$ cat src/rtl/spi_cmd_pkg.sv
// Shared types and command-byte field positions for the SPI command sequencer.
package spi_cmd_pkg;

  typedef enum logic [1:0] {
    IDLE   = 2'd0,
    DATA   = 2'd1,
    RD_CAP = 2'd2
  } state_t;

  localparam int CMD_WR_BIT = 7;
  localparam int CMD_HI_BIT = 6;
  localparam int ADDR_W     = 6;

endpackage

$ cat src/rtl/spi_cmd_ctrl_sync_2ff.sv
// Two-flop synchroniser for a single asynchronous level.
// Latency 2 cycles; no flow control.
module sync_2ff #(
  parameter logic RST_VAL = 1'b1
) (
  input  logic clk,
  input  logic rst_n,
  input  logic d,
  output logic q
);

  logic meta;

  always_ff @(posedge clk or negedge rst_n) begin
    if (!rst_n) begin
      meta <= RST_VAL;
      q    <= RST_VAL;
    end else begin
      meta <= d;
      q    <= meta;
    end
  end

endmodule

$ cat src/rtl/spi_cmd_ctrl.sv
// Decodes two-byte SPI command frames into register strobes; reg_we 1 cycle after data byte, data_out 3 cycles after read command.
// No backpressure: a byte landing during read capture is held one cycle; SPI_CMD_ERR_EN enables address/frame error checking.
module spi_cmd_ctrl
  import spi_cmd_pkg::*;
#(
  parameter int NUM_REGS = 16
) (
  input  logic       clk,
  input  logic       rst_n,
  input  logic       cs_n,
  input  logic       byte_sync,
  input  logic [7:0] data_in,
  output logic [7:0] data_out,
  output logic [5:0] reg_addr,
  output logic       reg_hi,
  output logic [7:0] reg_wdata,
  output logic       reg_we,
  output logic       reg_re,
  input  logic [7:0] reg_rdata,
  output logic       cmd_err,
  input  logic       cmd_err_clr
);

  localparam logic [6:0] NUM_REGS_W = 7'(NUM_REGS);

  state_t     state, state_nxt;
  logic       cs_sync, cs_prev, frame_end;
  logic       cap_wait, cap_wait_nxt;
  logic       pend, pend_nxt;
  logic       is_wr, is_wr_nxt;
  logic       bad, bad_nxt;
  logic       addr_bad, err_set;
  logic       byte_in_data;
  logic [7:0] data_out_nxt, reg_wdata_nxt;
  logic [5:0] reg_addr_nxt;
  logic       reg_hi_nxt, reg_we_nxt, reg_re_nxt;

  sync_2ff #(.RST_VAL(1'b1)) u_cs_sync (
    .clk   (clk),
    .rst_n (rst_n),
    .d     (cs_n),
    .q     (cs_sync)
  );

  always_ff @(posedge clk or negedge rst_n) begin
    if (!rst_n) cs_prev <= 1'b1;
    else        cs_prev <= cs_sync;
  end

  assign frame_end    = cs_sync & ~cs_prev;
  // A byte held over from RD_CAP counts as arriving in DATA.
  assign byte_in_data = byte_sync | pend;

  always_ff @(posedge clk or negedge rst_n) begin
    if (!rst_n) state <= IDLE;
    else        state <= state_nxt;
  end

  always_comb begin
    state_nxt = state;
    unique case (state)
      IDLE:    if (byte_sync) state_nxt = data_in[CMD_WR_BIT] ? DATA : RD_CAP;
      RD_CAP:  if (!cap_wait) state_nxt = DATA;
      DATA:    if (byte_in_data) state_nxt = IDLE;
      default: state_nxt = IDLE;
    endcase
    if (frame_end) state_nxt = IDLE;
  end

  always_comb begin
    data_out_nxt  = data_out;
    reg_addr_nxt  = reg_addr;
    reg_hi_nxt    = reg_hi;
    reg_wdata_nxt = reg_wdata;
    reg_we_nxt    = 1'b0;
    reg_re_nxt    = 1'b0;
    is_wr_nxt     = is_wr;
    bad_nxt       = bad;
    cap_wait_nxt  = 1'b0;
    pend_nxt      = 1'b0;
    err_set       = 1'b0;
    unique case (state)
      IDLE: begin
        if (byte_sync) begin
          reg_addr_nxt = data_in[ADDR_W-1:0];
          reg_hi_nxt   = data_in[CMD_HI_BIT];
          is_wr_nxt    = data_in[CMD_WR_BIT];
          bad_nxt      = addr_bad;
          err_set      = addr_bad;
          reg_re_nxt   = ~data_in[CMD_WR_BIT] & ~addr_bad;
          cap_wait_nxt = ~data_in[CMD_WR_BIT];
        end
      end
      RD_CAP: begin
        pend_nxt = (pend | byte_sync) & ~frame_end;
        // First RD_CAP cycle is the reg_re cycle; rdata is valid on the second.
        if (!cap_wait) data_out_nxt = bad ? 8'h00 : reg_rdata;
      end
      DATA: begin
        if (byte_in_data) begin
          if (is_wr && !bad) begin
            reg_wdata_nxt = data_in;
            reg_we_nxt    = 1'b1;
          end
        end else if (frame_end) begin
          err_set = 1'b1;
        end
      end
      default: ;
    endcase
  end

  always_ff @(posedge clk or negedge rst_n) begin
    if (!rst_n) begin
      data_out  <= 8'h00;
      reg_addr  <= 6'd0;
      reg_hi    <= 1'b0;
      reg_wdata <= 8'h00;
      reg_we    <= 1'b0;
      reg_re    <= 1'b0;
      is_wr     <= 1'b0;
      bad       <= 1'b0;
      cap_wait  <= 1'b0;
      pend      <= 1'b0;
    end else begin
      data_out  <= data_out_nxt;
      reg_addr  <= reg_addr_nxt;
      reg_hi    <= reg_hi_nxt;
      reg_wdata <= reg_wdata_nxt;
      reg_we    <= reg_we_nxt;
      reg_re    <= reg_re_nxt;
      is_wr     <= is_wr_nxt;
      bad       <= bad_nxt;
      cap_wait  <= cap_wait_nxt;
      pend      <= pend_nxt;
    end
  end

`ifdef SPI_CMD_ERR_EN
  assign addr_bad = ({1'b0, data_in[ADDR_W-1:0]} >= NUM_REGS_W);

  // Set has priority over clear.
  always_ff @(posedge clk or negedge rst_n) begin
    if (!rst_n)           cmd_err <= 1'b0;
    else if (err_set)     cmd_err <= 1'b1;
    else if (cmd_err_clr) cmd_err <= 1'b0;
  end
`else
  logic unused_err_cfg;
  assign addr_bad       = 1'b0;
  assign cmd_err        = 1'b0;
  assign unused_err_cfg = cmd_err_clr ^ err_set ^ NUM_REGS_W[0];
`endif

endmodule

$ cat config.mk
export PLATFORM = sky130hd
export DESIGN_NAME = spi_cmd_ctrl
export DESIGN_NICKNAME = d
export VERILOG_FILES = /design/src/rtl/spi_cmd_pkg.sv /design/src/rtl/spi_cmd_ctrl_sync_2ff.sv /design/src/rtl/spi_cmd_ctrl.sv
export SDC_FILE = /design/constraint.sdc
export NUM_CORES = 1
export LEC_CHECK = 0
export BUFFER_PORTS_ARGS = -buffer_cell sky130_fd_sc_hd__buf_2
export CORE_ASPECT_RATIO = 1.25
export CORE_MARGIN = 2
export CORE_UTILIZATION = 40
export DETAILED_ROUTE_END_ITERATION = 6
export GPL_TIMING_DRIVEN = 0
export PLACE_DENSITY = 0.68
export SYNTH_ARGS = -nofsm -noshare
export SYNTH_HDL_FRONTEND = slang
export SYNTH_SLANG_ARGS = --single-unit
$ cat constraint.sdc
create_clock -name clk -period 1.49 [get_ports clk]
set_input_delay 0.149 -clock clk [delete_from_list [all_inputs] [get_ports clk]]
set_output_delay 0.149 -clock clk [all_outputs]
set_load 0.01 [all_outputs]
# Word level (Yosys, flattened, before mapping)
# Cells that the tools add are included.
dict set report op_classes {
  mux 12
  n_bitwise 7
  reduce_logical 5
  eq_ne 5
}
# operator count
set op_table {}
lappend op_table {{$mux W2} 5}
lappend op_table {{$ne A3 B3 Y1 const B} 3}
lappend op_table {{$mux W1} 6}
lappend op_table {{$pmux W2 S3} 1}
lappend op_table {{$reduce_and A3 Y1} 2}
lappend op_table {{$not A1 Y1} 4}
lappend op_table {{$reduce_and A2 Y1} 2}
lappend op_table {{$and A1 B1 Y1} 2}
lappend op_table {{$eq A2 B1 Y1 const B} 1}
lappend op_table {{$eq A2 B2 Y1 const B} 1}
lappend op_table {{$logic_not A2 Y1} 1}
lappend op_table {{$or A1 B1 Y1} 1}
dict set report word_totals {
  in_bits 21
  regBits 32
}

# Depth between registers and ports, before layout
dict set report depth {
  word_depth 5
  mapped_depth 3
  ltp_nobuf 3
}

# Modules after synthesis
# From an unflattened synthesis, not the netlist that was laid out.
dict set report unflattened {
  cells_unflattened 76
  hier_area_um2 1213.7
}
# module area_per_inst_um2 cells_per_inst seq_area_each_um2 instances
set modules_own_cells {}
lappend modules_own_cells {spi_cmd_ctrl 1161.1 74 752.0 1}
lappend modules_own_cells {sync_2ff 52.6 2 52.6 1}

# Worst setup path after synthesis
# Ideal clock, no wire load.
dict set report synth_path {
  path_type {flip-flop to flip-flop}
  startpoint {reg state[1]}
  endpoint {reg data_out[0]}
  setup_time_ps 125
  arrival_time_ps 1226
  slack_ps 140
  path_stages_with_launch 3
  period_less_slack_ps 1350
  cell_sequence {dfrtp_1 nor3b_4 mux2_2}
}
dict set report synth_via {
  elab_chain_len 2
}
# element line_no
set synth_rtl {}
lappend synth_rtl {{start, declared} spi_cmd_ctrl.sv:26} ;# state_t state, state_nxt;
lappend synth_rtl {{start signal, assigned} spi_cmd_ctrl.sv:56} ;# else state <= state_nxt;
lappend synth_rtl {{$eq A2 B2 Y1} spi_cmd_ctrl.sv:82} ;# unique case (state)
lappend synth_rtl {{$reduce_and A2 Y1 (no line)} --}
lappend synth_rtl {{end signal, assigned} spi_cmd_ctrl.sv:126} ;# data_out <= data_out_nxt;
lappend synth_rtl {{end, declared} spi_cmd_ctrl.sv:13} ;# output logic [7:0] data_out,
# No other way between the ends.
# A chain may end at the register's enable or synchronous reset.

# Worst setup path in the final report
dict set report layout_path {
  startpoint {reg state[0]}
  endpoint {reg reg_wdata[7]}
}
dict set report layout_via {
  elab_chain_len 2
}
# element line_no
set layout_rtl {}
lappend layout_rtl {{$eq A2 B1 Y1} spi_cmd_ctrl.sv:82}
lappend layout_rtl {{$reduce_and A3 Y1 (no line)} --}
lappend layout_rtl {{end signal, assigned} spi_cmd_ctrl.sv:129} ;# reg_wdata <= reg_wdata_nxt;
lappend layout_rtl {{end, declared} spi_cmd_ctrl.sv:16} ;# output logic [7:0] reg_wdata,
# No other way between the ends.

==> key figures <==
Run status
  • Status: complete, no violations

Global route
  • GRT overflow: 0
  • GR peak layer: met2
  • Met1 global-route usage: between 10% and 20%
  • Pin count of the biggest net entering global routing: 33
  • Met2 Use GR: about a quarter
  • Global Route Usage Sum: 14.7%
  • First-pass GRT wire length: 3630 um
  • Initial antenna violation count: 0
  • Vias in the first global route: about 800
  • Met3 usage: between 7 and 8%

Route
  • Drt first pass iters: 3
  • Vias: approximately 800
  • WL/cell: between 10 and 15 um
  • # DRC: 0
  • Initial DRC Count: 8
  • Post-route ant nets: 0
  • Vias/cell: 4.76
  • Total wire length: ~2200 um

Final layout
  • Share of post-route cells with drive strength above 1: 66.2%
  • Layout area overhead: 34.0%
  • Final layout net count: between 150 and 200
  • Ant diodes: 0
  • Util after Layout: 55.3%
  • Fin area: 1610 um^2

Timing
  • Fin crit share: between 90% and 100%
  • Worst-margin pin slew: ~0.67 ns
  • Minimum clock period: ~1.4 ns
  • Worst hold slack: approximately 0.054 ns
  • Clock skew: slightly above 0.005 ns
  • Final setup margin: 0.122 ns
  • Slew Viols, Final: 0
  • Slew headroom: about 55%
  • RSZ-0062 raised after global routing: no
  • Final setup viols: 0
  • Fmax: ~730 MHz
  • Fin. Hold Viols: 0

Clock network
  • Clock Sinks: 32
  • Total number of H-tree levels: 2
  • TritonCTS Buffers: 5
  • Clk Tree Root Cell: clkbuf_4
  • Max Root-Sink Buffers: 2
  • CTS tree: done
  • Worst-Skew Late Latency: 0.32 ns
  • Worst-path clk slew: 0.09 ns

Logic synthesis
  • Net Count, Synth: 95
  • Synthesized cell area: between 1000 and 1500 um^2
  • Cell accounting for the most synthesized area: dfrtp_1
  • Post-synthesis average cell area: ~16 um^2
  • Yosys warning total: 0
  • Adder-Cell Fraction of Synth Area: 0%
  • Fraction of registers with async set/reset: 100%
  • Simple-Gate Fraction of Synth Area: ~8.4%
  • Predominant post-synthesis flop cell: dfrtp_1
  • Commonest cells in the synthesized netlist: dfrtp_1, mux2_2, a21oi_1, dfstp_2
  • Unique masters post-synth: 18
  • Synth Area in Compound Gates: roughly 1.7%
  • Multiplexer share of the synthesized area: around 22%
  • Sequential cell area fraction in the yosys report: between 60 and 70%
  • Synthesis-stage register bit count: 32
  • Largest family of logic cells by synthesized area: multiplexers
  • Synth Area in XOR/XNOR: 0%
  • Yosys top cell area share: about three fifths
  • Count leader, synth: dfrtp_1
  • Synth area leaders: dfrtp_1, mux2_2, dfstp_2, nor3b_4, nor3_4
  • Post-synth EDFFs: 0
  • Mapped Cells: between 70 and 80

Setup path
  • Req. time, crit path: roughly 1.7 ns
  • Critical path class: flip-flop to flip-flop
  • Delay-heaviest family, CP: flip-flops
  • Buf+Inv Stages, Crit Path: 1
  • Crit path to: reg_wdata[7]$_DFFE_PN0P_
  • Setup crit end kind: flip-flop
  • Critical path's slowest cell: dfrtp_2
  • RR Startpoint: state[0]$_DFFE_PN0P_
  • Critical path startpoint category: flip-flop
  • Register-to-Register Path Depth: 4
  • Reg-to-reg slack, setup: approximately 0.12 ns
  • Stages on worst setup path: 4
  • CP arrival: about 1.6 ns
  • Worst setup startpoint: state[0]$_DFFE_PN0P_
  • Worst path max stage delay: roughly 0.46 ns
  • Crit path cell chain: nand2_2 -> nor3_4 -> buf_4 -> mux2_2
  • CP Max Fanout: 6
  • Worst reg2reg endpoint: reg_wdata[7]$_DFFE_PN0P_

Power and ir drop
  • Reg power frac: 49.5%
  • Internal power: around 0.0018 W
  • Logic pwr share: 31.4%
  • Clk pwr share: between 10% and 20%
  • IR drop worst, VDD: 1.05 mV
  • Psw: 0.000786 W
  • Leak: slightly below 0.8 nW
  • Switching share of power: 29.8%
  • Cell area power density: between 1500 and 2000 nW/um^2

Placed design
  • I/O Buffers: 44
  • Routability cong.: 0.680
  • Dpl cell area: roughly 1500 um^2
  • HPWL after DPL: 1560 um
  • Pre-CTS setup slack: -0.0628 ns

Floorplanning
  • Cell Rows: 22
  • Die footprint: 3470 um^2
  • Starting Density: 41.3%
  • Die Y: 65.3 um
  • Io pins: 47
  • Core area: 2920 um^2
  • Die width: around 53 um

Min path
  • HP Class: input port to flip-flop

Job
  • Max Cap Violations: 0
-- registers in the layout, summed over array words and instances (netlist names) --
name	cells
cap_wait	1
cs_prev	1
data_out	8
is_wr	1
pend	1
reg_addr	6
reg_hi	1
reg_wdata	8
reg_we	1
state	2
u_cs_sync.meta	1
u_cs_sync.q	1
-- worst min path at each step --
| stage | startpoint | cells past startpoint | slack, ns | endpoint |
|---|---|---|---|---|
| CTS | reg_rdata[4] | 2 | 0.04 | data_out[4]$_DFFE_PN0P_ |
| floorplan | rst_n | 0 | -0.15 | cap_wait$_DFF_PN0_ |
| finish | reg_rdata[5] | 2 | 0.05 | data_out[5]$_DFFE_PN0P_ |
| global placement | rst_n | 1 | 0.22 | data_out[0]$_DFFE_PN0P_ |
| detailed placement | rst_n | 1 | 0.24 | data_out[0]$_DFFE_PN0P_ |
| global route | reg_rdata[4] | 2 | 0.03 | data_out[4]$_DFFE_PN0P_ |
-- power by group through the flow --
stage          logic, W  clock network (W)  registers, W
4_1_cts        0.000845           0.000524       0.00131
6_report       0.000827           0.000503       0.00130
3_3_place_gp   0.000783                  0       0.00131
2_1_floorplan  0.000303                  0       0.00145
3_5_place_dp   0.000805                  0       0.00133
5_1_grt        0.000914           0.000573       0.00135
-- cells by family (layout without fill, tap and decap cells) --
kind of cell | Yosys count | after routing
flip-flops | 32 | 32
multiplexers | 23 | 23
AND/OR/NAND/NOR | 11 | 11
AO/OA/AOI/OAI | 4 | 4
buffers and inverters | 3 | 62
other | 1 | 1
-- layout make-up --
type                            count  area [um^2]
Fill cell                         272         1310
Clock buffer                        8         58.8
Buffer                              1         7.51
Sequential cell                    32          807
Timing Repair Buffer               51          303
Multi-Input combinational cell     39          384
Inverter                            2         7.51
Tap cell                           36         45.0
-- placed cells by master (no fill, tap or decap), drive strengths merged --
cell,Yosys,layout
dfstp,3,3
nor3,2,2
conb,1,1
nor2b,1,1
nand3b,1,1
buf,1,50
nand2b,1,1
inv,2,2
dfrtp,29,29
nand2,2,2
clkbuf,0,8
nor4b,1,1
mux2,23,23
a21oi,3,3
nor3b,2,2
o21ai,1,1
dlygate4sd3,0,2
nor2,1,1
-- what timing repair did --
item / 4_1_cts / 5_1_grt
setup buffers: 5 / 0
pin swaps: 2 / 0
hold buffers: 2 / 0
endpoints found under the hold margin: 30 / 0
gates resized for setup: 0 / 2
setup endpoints to repair: 23 / 8
-- through the flow --
| step | total power, W | setup TNS [ns] | cells |
|---|---|---|---|
| after floorplan | 0.00175 | 0 | 74 |
| after global placement | 0.00209 | -0.309 | 154 |
| after detailed placement | 0.00213 | -0.767 | 154 |
| after CTS | 0.00268 | 0 | 169 |
| after global routing | 0.00283 | 0 | 169 |
| final | 0.00263 | 0 | 169 |
-- per-layer routing --
| layer | part of all wire (%) | wire length [um] |
|---|---|---|
| met2 | 48 | 1030 |
| met4 | 1.1 | 24 |
| met1 | 41 | 884 |
| met5 | 0 | 0 |
| met3 | 10 | 219 |
No activity file was read; power rests on OpenSTA's default activity.
